## src/rtl/wb_target_arb_rr.sv

```systemverilog
// Per-target round-robin arbiter for the Wishbone NxN interconnect.
// Holds a registered one-hot grant until ack/err, abort or watchdog timeout.
module wb_target_arb_rr #(
    parameter int N_REQ          = 2,
    parameter int TIMEOUT_CYCLES = 256,
    localparam int ID_WIDTH      = (N_REQ > 1) ? $clog2(N_REQ) : 1
) (
    input  logic                clock,
    input  logic                reset,
    input  logic [N_REQ-1:0]    req,
    input  logic                ack,
    input  logic                err,
    output logic [N_REQ-1:0]    gnt,
    output logic [ID_WIDTH-1:0] gnt_id,
    output logic                active,
    output logic                timeout
);
    localparam int CNT_WIDTH = ($clog2(TIMEOUT_CYCLES + 1) > 1) ? $clog2(TIMEOUT_CYCLES + 1) : 1;
    localparam logic [CNT_WIDTH-1:0] CNT_LAST =
        CNT_WIDTH'((TIMEOUT_CYCLES > 0) ? (TIMEOUT_CYCLES - 1) : 0);
    localparam logic [CNT_WIDTH-1:0] CNT_MAX = '1;

    typedef enum logic [1:0] {ST_IDLE, ST_GRANTED, ST_TIMEOUT} state_t;

    state_t                state_q, state_d;
    logic [ID_WIDTH-1:0]   ptr_q, ptr_d;
    logic [ID_WIDTH-1:0]   id_q, id_d;
    logic [N_REQ-1:0]      gnt_q, gnt_d;
    logic [CNT_WIDTH-1:0]  cnt_q, cnt_d;

    logic [ID_WIDTH:0]     pick_res;
    logic [ID_WIDTH-1:0]   ptr_after;
    logic [N_REQ-1:0]      req_shift;
    logic                  req_cur;
    logic                  release_now;

    // First requester at or after base, wrapping around; {found, index}.
    function automatic logic [ID_WIDTH:0] rr_pick(input logic [N_REQ-1:0] r,
                                                  input logic [ID_WIDTH-1:0] base);
        logic                found;
        logic [ID_WIDTH-1:0] pick;
        logic [N_REQ-1:0]    shifted;
        int                  k;
        found = 1'b0;
        pick  = '0;
        for (int i = N_REQ - 1; i >= 0; i--) begin
            k       = (int'(base) + i) % N_REQ;
            shifted = r >> k;
            if (shifted[0]) begin
                found = 1'b1;
                pick  = ID_WIDTH'(k);
            end
        end
        return {found, pick};
    endfunction

    always_ff @(posedge clock) begin
        if (reset) begin
            state_q <= ST_IDLE;
            ptr_q   <= '0;
            id_q    <= '0;
            gnt_q   <= '0;
            cnt_q   <= '0;
        end else begin
            state_q <= state_d;
            ptr_q   <= ptr_d;
            id_q    <= id_d;
            gnt_q   <= gnt_d;
            cnt_q   <= cnt_d;
        end
    end

    always_comb begin
        state_d     = state_q;
        ptr_d       = ptr_q;
        id_d        = id_q;
        gnt_d       = gnt_q;
        cnt_d       = cnt_q;
        pick_res    = '0;
        ptr_after   = ID_WIDTH'((int'(id_q) + 1) % N_REQ);
        req_shift   = req >> id_q;
        req_cur     = req_shift[0];
        release_now = ack || err || !req_cur;

        case (state_q)
            ST_IDLE: begin
                pick_res = rr_pick(req, ptr_q);
                if (pick_res[ID_WIDTH]) begin
                    state_d = ST_GRANTED;
                    id_d    = pick_res[ID_WIDTH-1:0];
                    gnt_d   = N_REQ'(1) << pick_res[ID_WIDTH-1:0];
                    cnt_d   = '0;
                end
            end
            ST_GRANTED: begin
                if (release_now) begin
                    // Handoff excludes the releasing initiator so it cannot re-win immediately.
                    ptr_d    = ptr_after;
                    pick_res = rr_pick(req & ~(N_REQ'(1) << id_q), ptr_after);
                    if (pick_res[ID_WIDTH]) begin
                        id_d  = pick_res[ID_WIDTH-1:0];
                        gnt_d = N_REQ'(1) << pick_res[ID_WIDTH-1:0];
                        cnt_d = '0;
                    end else begin
                        state_d = ST_IDLE;
                        gnt_d   = '0;
                    end
                end else begin
                    cnt_d = (cnt_q == CNT_MAX) ? cnt_q : cnt_q + 1'b1;
                    if (TIMEOUT_CYCLES > 0 && cnt_q == CNT_LAST) begin
                        state_d = ST_TIMEOUT;
                    end
                end
            end
            ST_TIMEOUT: begin
                state_d = ST_IDLE;
                gnt_d   = '0;
                ptr_d   = ptr_after;
            end
            default: begin
                state_d = ST_IDLE;
                gnt_d   = '0;
            end
        endcase
    end

    always_comb begin
        gnt     = gnt_q;
        gnt_id  = id_q;
        active  = |gnt_q;
        timeout = (state_q == ST_TIMEOUT);
    end
endmodule

```

## config.mk

```make
export PLATFORM = sky130hd
export DESIGN_NAME = wb_target_arb_rr
export DESIGN_NICKNAME = d
export VERILOG_FILES = /design/src/rtl/wb_target_arb_rr.sv
export SDC_FILE = /design/constraint.sdc
export NUM_CORES = 1
export LEC_CHECK = 0
export CORE_MARGIN = 3
export CORE_UTILIZATION = 48
export CTS_BUF_LIST = sky130_fd_sc_hd__clkbuf_16
export CTS_CLUSTER_DIAMETER = 200
export DETAILED_ROUTE_END_ITERATION = 10
export PLACE_DENSITY = 0.73
export RECOVER_POWER = 50
export SLEW_MARGIN = 10
export SYNTH_ARGS = -nofsm -noshare
export SYNTH_HDL_FRONTEND = slang
export SYNTH_SLANG_ARGS = --single-unit
```

## constraint.sdc

```tcl
create_clock -name clock -period 1.9 [get_ports clock]
set_input_delay 0.285 -clock clock [delete_from_list [all_inputs] [get_ports clock]]
set_output_delay 0.285 -clock clock [all_outputs]
set_load 0.01 [all_outputs]
```

==> impl_metrics.yaml, run 1 <==
status:
  status: "completed"
synthesis:
  ys_ff_latch: 15
  yosys-top-cells-count: "15 x dfxtp_1, 13 x nor2_1, 8 x a21oi_1"
  yosysWarnings: 0
  ys_types: 37
  syn_area_sq_um: 910
  syn_nets: 119
  syn_avg_cell_area_sq_um: 8.27
  syn_inst: 110
  synth_edf_count: 0
  ys_top_cells_by_area: "dfxtp_1 33%, nor2_1 5.4%, a21oi_1 4.4%"
  synthArstFlopShare_pct: 0
  synth_top_area_share_pct: 33.0
  yosysTopAreaCell: "dfxtp_1"
  ys.flop_type: "dfxtp_1"
  yosysMostFrequentCell: "dfxtp_1"
  yosysSeqAreaShare_pct: 33.0
clocking:
  clock_latency_ns: 0.25
  clock_sinks: 15
  tritoncts: "built"
  cts_buffers: 3
  clk_path_buf_depth: 2
  htreeDepth: 1
  postCtsHoldBufs: 0
  clk_pin_slew_ns: 0.05
  cts_root_buf: "clkbuf_16"
placement:
  dpl.hpwl_um: 1600
  placed_cells: 158
  portBuffers: 10
  place_congestion: 0.867
global_routing:
  track_usage_pct: 21.8
  grt_max_degree: 11
  globalRoute.totalOverflow: 0
  grt-busiest-layer: "met2"
  antenna_found_initial: 0
  grt_util_met2_pct: 38.1
  grt_pass1_wl_um: 4080
  use_met3_pct: 5.74
  grt_pass1_vias: 945
  grt_use_met1_pct: 24.5
setup_path:
  reg2reg_slack_ns: 0.06
  required_ns: 2.04
  r2r-end: "cnt_q[0]"
  path_class: "reg -> reg"
  start_kind: "flip-flop"
  r2r_start: "gnt_id"
  path_max_fanout: 6
  worst_r2r_path_depth: 5
  arrival_ns: 1.98
  critPathCaptureType: "flip-flop"
drt:
  vias: 910
  drt-pass1-iter-count: 4
  drt_iter0_drc: 20
  routed_via_density: 5.52
  wl_um: 2310
  drc: 0
  drtAntennaViolNets: 0
  routedWlPerCell_um: 14.0
timing:
  setup_viol: 0
  holdWs_ns: 0.471
  timing.final.crit_share_pct: 96.7
  relSlewSlack_pct: 68.0
  rsz0062_at_grt: "yes"
  final_max_slew_viol_count: 0
  finalHoldViolCount: 0
  min_period_ns: 1.84
  skew_ns: 0.00251
  worstMarginPinSlew_ns: 0.476
  fmax_mhz: 544
  tns_ns: 0
floorplanning:
  num_rows: 15
  dieArea_sq_um: 2450
  die_y_um: 49.5
  die_x_um: 49.5
  ios: 11
  start_util_pct: 51.6
  coreArea_sq_um: 1760
worst_hold_path:
  min_path_cells: 2
  holdCritStartpoint: "gnt[0]"
  min_to: "gnt[0]"
  hold_path.class: "reg -> reg"
run:
  maxCapViolCount: 0
cells_and_area:
  instances_no_fill: 165
  nets: 150
  syn_to_final_growth_pct: 43.3
  drive_gt1_share_pct: 30.0
  diodes: 0
pwr:
  pwr_density_cell_nw_per_um2: 733
  p_leak_nw: 0.565
  irDropWorstVdd_uv: 639
## worst max-delay path: stages (launching register included)
cell     delay (ns)
dfxtp_1        0.44
mux2_4         0.35
and3_1         0.18
nor4_1         0.45
or2_4          0.25
nor2_1         0.06
## timing repair
| action | 4_1_cts | 5_1_grt |
|---|---|---|
| gates resized for setup | 6 | 8 |
| endpoints found under the setup margin | 7 | 10 |
| hold endpoints to repair | 0 | 0 |
| buffers inserted | 2 | 1 |
| pin swaps | 3 | 5 |
## how the worst max path moves through the flow
stage / start / endpoint / slack [ns] / cells after the start
floorplan: cnt_q[0] / cnt_q[7] / 0.08 / 9
global placement: req[0] / cnt_q[8] / -0.20 / 7
detailed placement: req[0] / cnt_q[6] / -0.24 / 6
CTS: cnt_q[1] / cnt_q[1] / 0.009 / 9
global route: gnt_id / cnt_q[5] / -0.04 / 6
finish: gnt_id / cnt_q[0] / 0.06 / 5
## logic make-up after synthesis
group           count (synthesis)  synth area share, %
compound gates                 22                 16.8
fa+ha+maj                       3                 4.13
simple gates                   48                 28.5
buf+inv                        13                 7.43
flops                          15                 33.0
xor+xnor                        3                 2.89
mux                             6                 7.29
## routing by layer
metal,vias up,part of all wire [%]
met5,-,0
met4,0,1.9
met3,7,5.2
met2,28,50
met1,418,43
li1,457,-
## stage by stage
stage,setup WS [ns],util (%),power [W],area [sq um]
3_5_place_dp,-0.242,65.2,0.000527,1150
6_report,0.0632,73.9,0.000956,1300
4_1_cts,0.00925,71.5,0.000960,1260
5_1_grt,-0.0397,73.9,0.00100,1300
2_1_floorplan,0.0802,-,0.000455,910
3_3_place_gp,-0.202,65.2,0.000523,1150
## placed cells by master, fill, tap and decap left out, drive strengths merged, types with 3 or more instances in the layout
cell type      netlist  routed
nor3                 3       3
nand2                5       5
xor2                 3       3
nand4                3       3
mux2i                4       4
buf                  6      22
nor2                13      13
inv                  5       5
and3                 3       3
o21ai                4       4
dlygate4sd3          0       3
a21oi                9       9
or3                  6       6
dfxtp               15      15
clkbuf               2       5
ha                   3       3
clkdlybuf4s50        0       5
nand3                6       6
## report_power, final
part | internal, W | switching, W | total [W]
clock network | 0.000282 | 0.000142 | 0.000424
logic | 0.000100 | 0.0000886 | 0.000189
registers | 0.000329 | 0.0000142 | 0.000343
total | 0.000711 | 0.000245 | 0.000956
## cell type report
type,count,area (sq um)
Multi-Input combinational cell,82,584
Fill cell,137,460
Sequential cell,15,303
Timing Repair Buffer,34,287
Clock buffer,3,75.1
Tap cell,25,31.3
Inverter,5,18.8
Clock inverter,1,5.00
## flip-flops by register name (all words and copies together) (netlist names)
signal / cells
gnt_id: 1
state_q: 2
gnt: 2
cnt_q: 9
ptr_q: 1
Note: power is estimated with default switching activity, not from simulation.
==> inputs of run 2 (changes only) <==
--- a/config.mk
+++ b/config.mk
@@ -11,7 +11,7 @@
 export CTS_CLUSTER_DIAMETER = 200
 export DETAILED_ROUTE_END_ITERATION = 10
 export PLACE_DENSITY = 0.73
-export RECOVER_POWER = 50
+export RECOVER_POWER = 100
 export SLEW_MARGIN = 10
 export SYNTH_ARGS = -nofsm -noshare
 export SYNTH_HDL_FRONTEND = slang
==> results of run 2 <==
Same layout as run 1: the final DEF is identical, and so are final timing and power.
